`config.mk`:
```
export PLATFORM = sky130hd
export DESIGN_NAME = nibble_serial_adder
export DESIGN_NICKNAME = d
export VERILOG_FILES = /design/src/rtl/nibble_serial_adder.sv
export SDC_FILE = /design/constraint.sdc
export NUM_CORES = 1
export LEC_CHECK = 0
export CELL_PAD_IN_SITES_DETAIL_PLACEMENT = 2
export CELL_PAD_IN_SITES_GLOBAL_PLACEMENT = 2
export CORE_MARGIN = 4
export CORE_UTILIZATION = 31
export CTS_BUF_LIST = sky130_fd_sc_hd__clkbuf_4 sky130_fd_sc_hd__clkbuf_8 sky130_fd_sc_hd__clkbuf_16
export DETAILED_ROUTE_END_ITERATION = 8
export PLACE_DENSITY = 0.68
export SETUP_SLACK_MARGIN = 0.4
export SKIP_CTS_REPAIR_TIMING = 1
export SLEW_MARGIN = 10
export SYNTH_ARGS = -nofsm -noshare
export SYNTH_HDL_FRONTEND = slang
export SYNTH_HIERARCHICAL = 1
export SYNTH_SLANG_ARGS = --single-unit
```
`constraint.sdc`:
```
create_clock -name clk -period 4.4 [get_ports clk]
set_input_delay 0.44 -clock clk [delete_from_list [all_inputs] [get_ports clk]]
set_output_delay 0.44 -clock clk [all_outputs]
set_load 0.1 [all_outputs]
```
`src/rtl/nibble_serial_adder.sv`:
```
// rtl/nibble_serial_adder.sv - WIDTH-bit adder sequenced over one shared 4-bit ripple adder.
// Optional subtract support (op_sub port, A + ~B + 1) is built when NSA_SUB_EN is defined.

module ripple_carry_adder (
  input  logic [3:0] a,
  input  logic [3:0] b,
  input  logic       ci,
  output logic [3:0] s,
  output logic       co
);
  logic [4:0] c;

  assign c[0] = ci;

  for (genvar k = 0; k < 4; k++) begin : g_fa
    assign s[k]   = a[k] ^ b[k] ^ c[k];
    assign c[k+1] = (a[k] & b[k]) | (c[k] & (a[k] ^ b[k]));
  end

  assign co = c[4];
endmodule

module nibble_serial_adder #(
  parameter int WIDTH = 16
) (
  input  logic             clk,
  input  logic             reset,
  input  logic             start,
  input  logic [WIDTH-1:0] A,
  input  logic [WIDTH-1:0] B,
  input  logic             Cin,
`ifdef NSA_SUB_EN
  input  logic             op_sub,
`endif
  output logic             busy,
  output logic             done,
  output logic [WIDTH-1:0] S,
  output logic             Cout,
  output logic             ovf
);
  localparam int N  = WIDTH / 4;
  localparam int IW = $clog2(N);
  localparam logic [IW-1:0] LAST = IW'(N - 1);

  typedef enum logic [1:0] {IDLE, RUN, DONE} state_t;

  state_t           state;
  logic [WIDTH-1:0] a_r;
  logic [WIDTH-1:0] b_r;
  logic             carry;
  logic [IW-1:0]    idx;
  logic [3:0]       sum;
  logic             co;

  ripple_carry_adder u_rca (
    .a  (a_r[4*idx +: 4]),
    .b  (b_r[4*idx +: 4]),
    .ci (carry),
    .s  (sum),
    .co (co)
  );

  always_ff @(posedge clk or posedge reset) begin
    if (reset) begin
      state <= IDLE;
      a_r   <= '0;
      b_r   <= '0;
      carry <= 1'b0;
      idx   <= '0;
      S     <= '0;
      Cout  <= 1'b0;
      ovf   <= 1'b0;
      busy  <= 1'b0;
      done  <= 1'b0;
    end else begin
      done <= 1'b0;
      case (state)
        IDLE, DONE: begin
          if (start) begin
            a_r <= A;
`ifdef NSA_SUB_EN
            b_r   <= op_sub ? ~B : B;
            carry <= op_sub ? 1'b1 : Cin;
`else
            b_r   <= B;
            carry <= Cin;
`endif
            idx   <= '0;
            S     <= '0;
            busy  <= 1'b1;
            state <= RUN;
          end else begin
            state <= IDLE;
          end
        end
        RUN: begin
          S[4*idx +: 4] <= sum;
          carry         <= co;
          idx           <= idx + 1'b1;
          if (idx == LAST) begin
            // sum[3] is the new result MSB, not yet visible in S this cycle
            Cout  <= co;
            ovf   <= a_r[WIDTH-1] ^ b_r[WIDTH-1] ^ sum[3] ^ co;
            busy  <= 1'b0;
            done  <= 1'b1;
            state <= DONE;
          end
        end
        default: state <= IDLE;
      endcase
    end
  end
endmodule
```
## Word level (Yosys, flattened, before mapping)

Index checks and enable logic that the tools add are counted.

| storage, ports and cells | value |
|---|---|
| logic and storage cells | 66 |
| bits of input ports | 36 |
| output and inout port bits | 20 |
| flip-flop bits (word level) | 57 |

| operators by class | value |
|---|---|
| bitwise gates (word level) | 23 |
| shift operators | 4 |
| reductions and logical operators | 7 |
| eq/ne operators | 5 |
| multiplexer cells | 15 |
| add/sub/neg operators | 2 |

Operators with widths:

| kind | number |
|---|---|
| $neg A4 Y34 | 1 |
| $shift A4 B34 Y16 const A | 1 |
| $shiftx A4 B34 Y16 | 1 |
| $pmux W16 S2 | 1 |
| $shiftx A16 B5 Y4 | 2 |
| $bwmux W16 | 1 |
| $mux W16 | 1 |
| $xor A1 B1 Y1 | 11 |
| $and A1 B1 Y1 | 8 |
| $pmux W2 S2 | 2 |
| $mux W1 | 6 |
| $reduce_and A2 Y1 | 3 |
| $eq A2 B2 Y1 const B | 2 |
| $mux W2 | 2 |
| $ne A2 B2 Y1 const B | 2 |
| $or A1 B1 Y1 | 4 |
| $pmux W1 S2 | 2 |
| $reduce_and A3 Y1 | 1 |
| $add A2 B1 Y2 const B | 1 |
| $eq A2 B1 Y1 const B | 1 |
| $logic_not A2 Y1 | 1 |
| $reduce_bool A2 Y1 | 1 |
| $reduce_or A2 Y1 | 1 |

## Depth between registers and ports, before layout

| depth | value |
|---|---|
| depth in word-level cells | 12 |
| gate-level depth with buffers | 13 |
| mapped depth without buffers | 12 |

## Modules after synthesis

The synthesis kept the hierarchy.

By module, submodules not included:

| module | cells each | sequential area each (um^2) | times used | area an instance (um^2) |
|---|---|---|---|---|
| nibble_serial_adder | 164 | 1426.4 | 1 | 2512.4 |
| ripple_carry_adder | 14 | 0.0 | 1 | 117.6 |

## Least setup slack after synthesis

No wires, ideal clock.

| path | value |
|---|---|
| path kind | register to register |
| start point | register idx[0] |
| end point | register ovf |
| arrival time | 3065 ps |
| required time | 4271 ps |
| path buffers | 1 |
| cell stages (with the launch flop) | 14 |
| setup slack | 1206 ps |
| period minus slack after synthesis | 3194 ps |
| path through | dfrtp_1 -> buf_4 -> mux4_2 -> fa_1 -> inv_1 -> fa_1 -> inv_1 -> fa_1 -> inv_1 -> fa_1 -> inv_1 -> xnor2_1 -> xnor2_1 -> o21ai_0 |

| between the ends | value |
|---|---|
| cells in the longest elaborated chain, start to end | 11 |
| elaborated cells on any way between the ends | 23 |
| classes of those cells | eq/ne (1); shift (2); bitwise (19); reduce/logical (1) |

RTL lines:

| element | RTL line | source |
|---|---|---|
| start, declared | 51 | `logic [IW-1:0] idx;` |
| start signal, assigned | 99 | `idx <= idx + 1'b1;` |
| $shiftx A16 B5 Y4 (on tied branches) | 56, 57 |  |
| $xor A1 B1 Y1 | 17 | `assign c[k+1] = (a[k] & b[k]) \| (c[k] & (a[k] ^ b[k]));` |
| $and A1 B1 Y1 | 17 |  |
| $or A1 B1 Y1 | 17 |  |
| $and A1 B1 Y1 | 17 |  |
| $or A1 B1 Y1 | 17 |  |
| $and A1 B1 Y1 | 17 |  |
| $or A1 B1 Y1 | 17 |  |
| $xor A1 B1 Y1 * | 16 | `assign s[k] = a[k] ^ b[k] ^ c[k];` |
| via sum[3] | 52 | `logic [3:0] sum;` |
| $xor A1 B1 Y1 * (2 in series) | 103 | `ovf <= a_r[WIDTH-1] ^ b_r[WIDTH-1] ^ sum[3] ^ co;` |
| end signal, assigned | 103 |  |
| end, declared | 39 | `output logic ovf` |

Mark *: on every way through the listed nets, which the timed path passes. The rest lies on a longest branch.
A chain may end at the register's enable or synchronous reset.

## Worst setup path after layout

Ends and elaborated chain as after synthesis.

==> results.sh <==
export IMPL_route_detailed_drc=0
export IMPL_synth_compound_area_share_pct=7.71
export IMPL_rsz0062_at_grt="no"
export IMPL_worstMarginPinSlew_ns=1.06
export IMPL_io_buffer_count=55
export IMPL_firstDrtPassIters=3
export IMPL_reg2reg_to="ovf"
export IMPL_yosysSeqAreaShare_pct=54.2
export IMPL_fin_tns_setup_ns=0
export IMPL_dpl_cell_area_mm2=0.00327
export IMPL_clock_latency_ns=0.33
export IMPL_numCtsBuffers=9
export IMPL_synth_avg_cell_area_um2=14.8
export IMPL_yosysWarnings=6
export IMPL_hp_class="register to register"
export IMPL_grt_antenna_before_repair=0
export IMPL_period_minus_slack_ns=3.42
export IMPL_rr_worst_depth=12
export IMPL_maxCapViolCount=0
export IMPL_min_delay_start="busy"
export IMPL_vias=1658
export IMPL_pin_count=56
export IMPL_worst_setup_path_start_kind="register"
export IMPL_tritoncts="done"
export IMPL_critPathKind="register to register"
export IMPL_diodes=0
export IMPL_ys_types=28
export IMPL_synth_top_family_by_area="multiplexers"
export IMPL_wl_per_cell_um=17.4
export IMPL_synthSimpleGateAreaFrac_pct=5.19
export IMPL_crit_arrival_ns=3.64
export IMPL_grt_overflow=0
export IMPL_cts_sinks=57
export IMPL_setup_viol=0
export IMPL_routed_wl_mm=6.04
export IMPL_start_util_pct=32.0
export IMPL_grt_use_total_pct=12.9
export IMPL_min_to="busy"
export IMPL_skew_ns=0.00917
export IMPL_fmax_ghz=0.292
export IMPL_core_area_mm2=0.00822
export IMPL_synth_xor_xnor_area_share_pct=1.33
export IMPL_area_delta_synth_final_pct=31.2
export IMPL_die_x_um=100
export IMPL_synth_nets=223
export IMPL_synth_seq_cells=57
export IMPL_grt_pass1_wl_mm=9.76
export IMPL_synth_mux_area_share_pct=21.4
export IMPL_hold_viol_final=0
export IMPL_synth_cells=178
export IMPL_drive_above_1_share_pct=26.0
export IMPL_avgViaCountPerCell=4.78
export IMPL_nNetsFinal=284
export IMPL_nFillCells=830
export IMPL_gp_congestion=0.699
export IMPL_clock_path_buffers=2
export IMPL_holdPathStages=1
export IMPL_required_ns=4.62
export IMPL_syn_area_mm2=0.00263
export IMPL_cp_end_kind="register"
export IMPL_slew_headroom_pct=29.2
export IMPL_drtIter0Drc=29
export IMPL_die_area_mm2=0.0100
export IMPL_grt_pass1_vias=1850
export IMPL_row_count=33
export IMPL_synth_adder_area_share_pct=5.42
export IMPL_cts_htree_levels=3
export IMPL_clkTransAtPathRegs_ns=0.07
export IMPL_fin_crit_sh_pct=77.8
export IMPL_ant_nets=0
export IMPL_r2r_start="idx[0]"
export IMPL_root_buffer="clkbuf_8"
export IMPL_final_max_slew_violation_count=0
export IMPL_die_height_um=100
export IMPL_status="complete, no violations"
export IMPL_reg2reg_slack_ns=0.98
export IMPL_grt_max_degree=58
export IMPL_place_hpwl_mm=4.37
export IMPL_crit_path_max_fanout=7
export IMPL_design_area_mm2=0.00345
## through the flow
stage                     instances  hold slack, ns  utilization [%]  setup slack [ns]
after floorplan                 178           0.475                -              1.21
after global placement          333           0.467             39.8              1.06
after detailed placement        333           0.473             39.8             0.964
after CTS                       347           0.488             42.0             0.939
after global routing            347           0.496             42.0             0.700
final                           347           0.484             42.0             0.975
## per-layer routing
metal / vias up / global-route usage [%] / wire length, µm
met5: - / 0 / 0
met4: 0 / 6.11 / 133
met3: 13 / 3.41 / 330
met2: 48 / 21.1 / 2980
met1: 841 / 16.0 / 2590
li1: 756 / - / -
## sequential cells by signal (all words and copies together) (netlist names)
| register | flops |
|---|---|
| S | 16 |
| a_r | 16 |
| b_r | 16 |
| idx | 2 |
| state | 2 |
| Cout | 1 |
| busy | 1 |
| carry | 1 |
| done | 1 |
| ovf | 1 |
## layout make-up
| cell class | instances | area [µm²] | share of cell area, % |
|---|---|---|---|
| clock buffers | 10 | 138 | 3.99 |
| repair buffers | 57 | 566 | 16.4 |
| well taps | 105 | 131 | 3.81 |
| flip-flops and latches | 57 | 1430 | 41.3 |
| clock inverters | 4 | 45.0 | 1.31 |
| multi-input cells | 98 | 1080 | 31.4 |
| inverters | 16 | 60.1 | 1.74 |
## cell usage after synthesis, drive strengths merged
cell	n	area [µm²]
ha	5	62.6
and3	1	6.26
nor4b	1	23.8
o21ai	1	5.00
o31ai	2	15.0
nor3b	1	12.5
nand2	6	22.5
inv	16	60.1
fa	4	80.1
a21oi	4	20.0
nand3b	1	20.0
mux2	33	372
buf	7	65.1
mux4	8	180
nor2	2	10.0
xnor2	4	35.0
and4	2	17.5
a22o	16	140
mux2i	1	10.0
a21o	2	15.0
nor2b	3	23.8
dfrtp	57	1430
a211oi	1	7.51
## worst max path at each step
stage / depth (start not counted) / start / slack (ns) / endpoint
2_1_floorplan: 13 / idx[0] / 1.21 / ovf
3_3_place_gp: 12 / idx[0] / 1.06 / ovf
3_5_place_dp: 12 / idx[0] / 0.96 / ovf
4_1_cts: 12 / idx[0] / 0.94 / ovf
5_1_grt: 12 / idx[0] / 0.70 / ovf
6_report: 12 / idx[0] / 0.98 / ovf
## cell usage in the layout (no fill, tap or decap), types with 5 or more instances in the layout
| cell | count |
|---|---|
| nand2_1 | 6 |
| ha_1 | 5 |
| clkbuf_8 | 10 |
| mux4_2 | 8 |
| mux2_2 | 32 |
| clkdlybuf4s50_1 | 55 |
| dfrtp_1 | 57 |
| a22o_1 | 16 |
| inv_1 | 15 |
## critical path, stage by stage (launching register included)
cell	delay [ns]
dfrtp_1	0.60
mux4_2	0.59
fa_1	0.43
inv_1	0.08
fa_1	0.15
inv_1	0.05
fa_1	0.38
inv_1	0.08
fa_1	0.41
inv_1	0.17
xnor2_1	0.16
xnor2_1	0.13
o21ai_0	0.08
## kinds of logic after synthesis
| logic type | after synthesis |
|---|---|
| compound gates | 26 |
| xor+xnor | 4 |
| mux | 42 |
| fa+ha+maj | 9 |
| flops | 57 |
| buf+inv | 23 |
| simple gates | 17 |
Power is left out: the tool's default activity adds up to more than one toggle a clock period on the data nets, which glitch-free logic cannot reach.
